===== config.mk =====
export PLATFORM = sky130hd
export DESIGN_NAME = timer_ctrl
export DESIGN_NICKNAME = d
export VERILOG_FILES = /design/src/rtl/timer_pkg.sv /design/src/rtl/timer_prescaler.sv /design/src/rtl/timer_ctrl.sv
export SDC_FILE = /design/constraint.sdc
export NUM_CORES = 1
export LEC_CHECK = 0
export BUFFER_PORTS_ARGS = -buffer_cell sky130_fd_sc_hd__buf_2
export CORE_MARGIN = 2
export CORE_UTILIZATION = 49
export CTS_BUF_LIST = sky130_fd_sc_hd__clkbuf_8
export DETAILED_ROUTE_END_ITERATION = 16
export HOLD_SLACK_MARGIN = 0.03
export PLACE_DENSITY = 0.8
export SLEW_MARGIN = 0
export SYNTH_ARGS = -nofsm -noshare
export SYNTH_HDL_FRONTEND = slang
export SYNTH_SLANG_ARGS = --single-unit

===== constraint.sdc =====
create_clock -name clk -period 2 [get_ports clk]
set_clock_uncertainty 0.15 [all_clocks]
set_input_delay 0.3 -clock clk [delete_from_list [all_inputs] [get_ports clk]]
set_output_delay 0.3 -clock clk [all_outputs]
set_load 0.02 [all_outputs]

===== src/rtl/timer_pkg.sv =====
// Shared timer definitions: register map, TCR/TSR bit positions and prescaler
// rate encodings, used by the control block and the counter bench.
package timer_pkg;

  localparam logic [7:0] ADDR_TDR_DEF = 8'h00;
  localparam logic [7:0] ADDR_TCR_DEF = 8'h01;
  localparam logic [7:0] ADDR_TSR_DEF = 8'h02;

  localparam int TCR_LOAD_BIT = 7;
  localparam int TCR_UPDN_BIT = 5;
  localparam int TCR_EN_BIT   = 4;

  localparam int TSR_OVF_BIT = 0;
  localparam int TSR_UNF_BIT = 1;

  // Tick period is 2^(cks+1) clocks.
  typedef enum logic [1:0] {
    CKS_DIV2  = 2'd0,
    CKS_DIV4  = 2'd1,
    CKS_DIV8  = 2'd2,
    CKS_DIV16 = 2'd3
  } cks_e;

  // TCR readback: load always reads 0, reserved bits read 0.
  function automatic logic [7:0] tcr_readback(input logic up_down, input logic enable,
                                              input cks_e cks);
    logic [7:0] r;
    r               = 8'h00;
    r[TCR_UPDN_BIT] = up_down;
    r[TCR_EN_BIT]   = enable;
    r[1:0]          = cks;
    return r;
  endfunction

endpackage


===== src/rtl/timer_prescaler.sv =====
// Free-running 4-bit divider with a registered history copy; emits a
// registered one-clock tick on each rising edge of the selected divider bit.
module timer_prescaler (
  input  logic       clk,
  input  logic       rst_n,
  input  logic       enable,
  input  logic [1:0] cks,
  output logic       clk_ena
);

  logic [3:0] div_q;
  logic [3:0] div_d;
  logic [3:0] hist_q;
  logic       clk_ena_q;
  logic       clk_ena_d;
  logic       rise;

  // Current and history bits are indexed by the same cks, so a rate switch
  // only ever sees a genuine edge of the newly selected bit.
  always_comb begin
    div_d     = div_q + 4'd1;
    rise      = div_q[cks] & ~hist_q[cks];
    clk_ena_d = enable & rise;
  end

  always_ff @(posedge clk or negedge rst_n) begin
    if (!rst_n) begin
      div_q     <= 4'd0;
      hist_q    <= 4'd0;
      clk_ena_q <= 1'b0;
    end else begin
      div_q     <= div_d;
      hist_q    <= div_q;
      clk_ena_q <= clk_ena_d;
    end
  end

  assign clk_ena = clk_ena_q;

endmodule


===== src/rtl/timer_ctrl.sv =====
// APB register front-end for the timer counter: TDR load value, TCR control,
// TSR sticky-flag status/clear, plus the prescaler that generates count ticks.
module timer_ctrl
  import timer_pkg::*;
#(
  parameter logic [7:0] ADDR_TDR = ADDR_TDR_DEF,
  parameter logic [7:0] ADDR_TCR = ADDR_TCR_DEF,
  parameter logic [7:0] ADDR_TSR = ADDR_TSR_DEF
) (
  input  logic       clk,
  input  logic       rst_n,
  input  logic       psel,
  input  logic       penable,
  input  logic       pwrite,
  input  logic [7:0] paddr,
  input  logic [7:0] pwdata,
  output logic [7:0] prdata,
  output logic       pready,
  output logic       pslverr,
  input  logic       overflow,
  input  logic       underflow,
  output logic [7:0] start_counter,
  output logic       load,
  output logic       up_down,
  output logic       enable,
  output logic       clr_overflow,
  output logic       clr_underflow,
  output logic       clk_ena
);

  // Handshake: pready is constantly 1, so every transfer completes in the one
  // cycle where psel & penable are both high; write state commits at the end
  // of that cycle, read data and pslverr are valid combinationally within it.
  logic access, hit_tdr, hit_tcr, hit_tsr, mapped;
  logic wr_tdr, wr_tcr, wr_tsr;

  logic [7:0] tdr_q, tdr_d;
  logic       up_down_q, up_down_d;
  logic       enable_q, enable_d;
  cks_e       cks_q, cks_d;
  logic       load_q, load_d;
  logic       clr_ovf_q, clr_ovf_d;
  logic       clr_unf_q, clr_unf_d;

  always_comb begin
    access  = psel & penable & rst_n;
    hit_tdr = (paddr == ADDR_TDR);
    hit_tcr = (paddr == ADDR_TCR);
    hit_tsr = (paddr == ADDR_TSR);
    mapped  = hit_tdr | hit_tcr | hit_tsr;
    wr_tdr  = access & pwrite & hit_tdr;
    wr_tcr  = access & pwrite & hit_tcr;
    wr_tsr  = access & pwrite & hit_tsr;
  end

  always_comb begin
    tdr_d     = tdr_q;
    up_down_d = up_down_q;
    enable_d  = enable_q;
    cks_d     = cks_q;
    load_d    = 1'b0;
    clr_ovf_d = 1'b0;
    clr_unf_d = 1'b0;
    if (wr_tdr) begin
      tdr_d = pwdata;
    end
    if (wr_tcr) begin
      up_down_d = pwdata[TCR_UPDN_BIT];
      enable_d  = pwdata[TCR_EN_BIT];
      cks_d     = cks_e'(pwdata[1:0]);
      load_d    = pwdata[TCR_LOAD_BIT];
    end
    if (wr_tsr) begin
      clr_ovf_d = pwdata[TSR_OVF_BIT];
      clr_unf_d = pwdata[TSR_UNF_BIT];
    end
  end

  always_ff @(posedge clk or negedge rst_n) begin
    if (!rst_n) begin
      tdr_q     <= 8'h00;
      up_down_q <= 1'b0;
      enable_q  <= 1'b0;
      cks_q     <= CKS_DIV2;
      load_q    <= 1'b0;
      clr_ovf_q <= 1'b0;
      clr_unf_q <= 1'b0;
    end else begin
      tdr_q     <= tdr_d;
      up_down_q <= up_down_d;
      enable_q  <= enable_d;
      cks_q     <= cks_d;
      load_q    <= load_d;
      clr_ovf_q <= clr_ovf_d;
      clr_unf_q <= clr_unf_d;
    end
  end

  always_comb begin
    prdata = 8'h00;
    if (access && !pwrite) begin
      if (hit_tdr)      prdata = tdr_q;
      else if (hit_tcr) prdata = tcr_readback(up_down_q, enable_q, cks_q);
      else if (hit_tsr) prdata = {6'b0, underflow, overflow};
      else              prdata = 8'h00;
    end
  end

  assign pready        = 1'b1;
  assign pslverr       = access & ~mapped;
  assign start_counter = tdr_q;
  assign load          = load_q;
  assign up_down       = up_down_q;
  assign enable        = enable_q;
  assign clr_overflow  = clr_ovf_q;
  assign clr_underflow = clr_unf_q;

  // The prescaler sees next-state enable/cks so its registered tick already
  // reflects a TCR write in the first cycle after the write commits.
  timer_prescaler u_prescaler (
    .clk     (clk),
    .rst_n   (rst_n),
    .enable  (enable_d),
    .cks     (cks_d),
    .clk_ena (clk_ena)
  );

endmodule


==> results by group <==
Run status
  – Status: finished, violations left
  – Violated checks: setup timing

Worst setup path
  – Setup CP Type: primary input to output port
  – Worst EP required: about 1.6 ns
  – Worst EP arrival: ~1.6 ns
  – CP Launch Type: primary input
  – Worst Setup End Kind: output port
  – Critical Path Fanout Max: 3

Clock network
  – Clk buf depth: 2
  – Reg clk slew, reported paths: ~0.070 ns
  – Clk sinks: 24
  – CTS Buf Count: 3
  – CTS Root Cell: clkbuf_8
  – CTS tree: yes
  – H-tree depth: 1
  – Worst skew pair latency: around 0.25 ns

Placed design
  – Placement Setup Slack: -0.191 ns
  – Gpl congestion: 0.768
  – Post-DP HPWL: approximately 2000 um
  – Port Buf Inserts: between 40 and 50

Power
  – Peak VDD IR: about 0.47 mV
  – P per Cell Area: between 500 and 600 nW/um^2
  – P_leak: a little under 0.9 nW

Logic synthesis
  – Syn Nets: roughly 120
  – Synth Area in XOR/XNOR: 0.0157
  – Mapped Area: around 1100 um^2
  – Area share of the largest cell type after synthesis: 0.539
  – Syn Inst Count: 93
  – Synthesis-stage register bit count: 24
  – Compound-Gate Fraction of Synth Area: 0.0685
  – Synth Area in Adders: 0.0112
  – Post-synthesis mux area share: 0.110
  – Mean area per synthesized cell: 12.0 um^2
  – Yosys cell types: 33
  – Seq/Total Area, Yosys: 0.539
  – Leading post-synthesis cells by cell area: dfrtp_1 (54%), mux2_2 (10%), nor2_1 (3.0%)
  – Main combinational cell family by area after synthesis: simple AND/OR/NAND/NOR gates
  – Syn. warnings: 0
  – Simple-Gate Fraction of Synth Area: 0.231
  – Synth area leader: dfrtp_1

GRT
  – Pin count of the biggest net entering global routing: 25
  – Global route overflow: 0
  – Overall Global Routing Usage: 0.217
  – Initial antenna violation count: 0
  – First-pass GRT wire length: 4310 um
  – Vias in the first global route: between 900 and 1,000

Final layout
  – Fin nets: 180
  – Fillers: roughly 160
  – P&R area growth vs syn: 47.3%
  – Ant. Diodes: 0
  – Layout cell share with drive strength beyond 1: 0.565

STA
  – Final worst slack: -0.0302 ns
  – FMAX: between 400 and 500 MHz
  – RSZ-0062 raised after global routing: true
  – Crit share post-route: 1.02
  – Fin crit period: ~2 ns
  – Final Hold Fails: 0
  – Setup TNS: -0.0573 ns
  – Pins over their slew limit: 0
  – Setup violations, final: 2

Routing
  – Met2 wire length: between 1000 and 1500 um
  – DRC Markers: 0
  – Max Used Layer: met4
  – Drt total wl: around 2700 um
  – Routed via count: a little under 1,000
  – M1 wire length: roughly 1100 um
  – Remaining antenna violation count: 0
  – Initial DRC count: 16
  – Metal3 WL: between 90 and 100 um
  – Pre-antenna DRT Iters: 4
  – DR WL/cell: ~15 um
  – Vias per cell: roughly 5.3

Floorplanning
  – Core Area: 2170 um^2
  – Num ports: 47
  – Die ar.: 2670 um^2
  – Starting density of the core: 0.513
  – Die outline width: between 50 and 60 um
  – # rows: 17
  – Vert. Die Dim: around 52 um

Run
  – Max-cap violations: 0

Worst hold path
  – HP Class: primary input to flop
-- cells in the mapped netlist, drive strengths merged --
| library cell | count |
|---|---|
| or4b | 1 |
| or2 | 2 |
| nor2b | 2 |
| and3b | 2 |
| inv | 4 |
| o31ai | 1 |
| nor4b | 1 |
| xnor2 | 1 |
| dfrtp | 24 |
| nand3 | 2 |
| buf | 1 |
| xor2 | 1 |
| nor2 | 10 |
| conb | 1 |
| or4 | 1 |
| mux2i | 1 |
| o311a | 1 |
| and2 | 5 |
| or2b | 2 |
| a221o | 1 |
| a22oi | 4 |
| or3 | 1 |
| nor3 | 5 |
| ha | 1 |
| o21ai | 1 |
| nor4 | 1 |
| and4 | 1 |
| nand4 | 3 |
| nand2 | 2 |
| mux2 | 10 |
-- worst max-delay path: stages --
cell and delay (ns):
buf_8 0.09, or4_4 0.54, or3_4 0.38, nor3_4 0.13
buf_6 0.14
-- final timing paths --
check	cells after the start	start	endpoint	slack, ns
max	5	paddr[6]	prdata[0]	-0.03
min	3	pwdata[0]	clr_overflow	0.12
max reg2reg	4	cks_q[1]	u_prescaler.clk_ena	0.62
min reg2reg	0	u_prescaler.div_q[3]	u_prescaler.hist_q[3]	0.27
max in group asynchronous	3	rst_n	cks_q[0]	1.03
min in group asynchronous	3	rst_n	clr_underflow	0.45
-- layer usage --
layer	up-vias	track usage
li1	455	-
met1	476	0.270
met2	30	0.393
met3	2	0.0259
met4	0	0.0658
met5	-	0
-- placed cells by master, fill, tap and decap left out, types with 2 or more instances in the layout --
cell type  count
dfrtp_1       24
nor2b_1        2
or2b_1         2
buf_8          2
nand4_1        3
and3b_1        2
buf_2         36
and2_4         2
mux2_2        10
nor2_1         8
inv_1          4
a22oi_1        4
clkbuf_8       3
nand3_1        2
buf_4         15
nor3_4         3
nor2_4         2
buf_6          5
and2_1         3
-- logic make-up after synthesis --
family,count (synthesis)
buffers and inverters,5
other,1
DFF,24
muxes,11
AOI/OAI and AO/OA,8
adders and majority gates,1
and+or+nand+nor,41
xor gates and xnor gates,2
-- stage by stage --
step                      power, mW  hold WS, ns  area [um^2]  std cells  utilization
after floorplan               0.522       -0.146         1150         93            -
after global placement        0.570        0.189         1480        176        0.684
after detailed placement      0.573        0.197         1480        176        0.684
after CTS                     0.847        0.115         1600        182        0.739
after global routing          0.876        0.123         1640        182        0.756
final                         0.842        0.120         1640        182        0.756
-- power by group --
part	leakage [nW]	internal, mW	switching (mW)
Combinational	0.520	0.0421	0.0457
Clock	0.0216	0.134	0.131
Sequential	0.332	0.487	0.00157
Total	0.873	0.663	0.179
-- sequential cells by signal (all words and copies together) (netlist names) --
name                 count
start_counter            8
u_prescaler.div_q        4
u_prescaler.hist_q       4
cks_q                    2
clr_overflow             1
clr_underflow            1
enable                   1
load                     1
u_prescaler.clk_ena      1
up_down                  1
-- timing repair --
action / 4_1_cts / 5_1_grt
setup endpoints to repair: 6 / 9
hold buffers: 1 / 0
setup buffers: 2 / 0
pin swaps: 2 / 3
resized for setup: 13 / 12
endpoints found under the hold margin: 24 / 0
-- final cells by class --
type | count | area, um^2 | area share
well taps | 28 | 35.0 | 0.0214
multi-input cells | 64 | 559 | 0.341
inverters | 4 | 15.0 | 0.00915
clock buffers | 3 | 41.3 | 0.0252
flip-flops and latches | 24 | 601 | 0.366
repair buffers | 59 | 389 | 0.237
(Power assumes the default switching activity.)
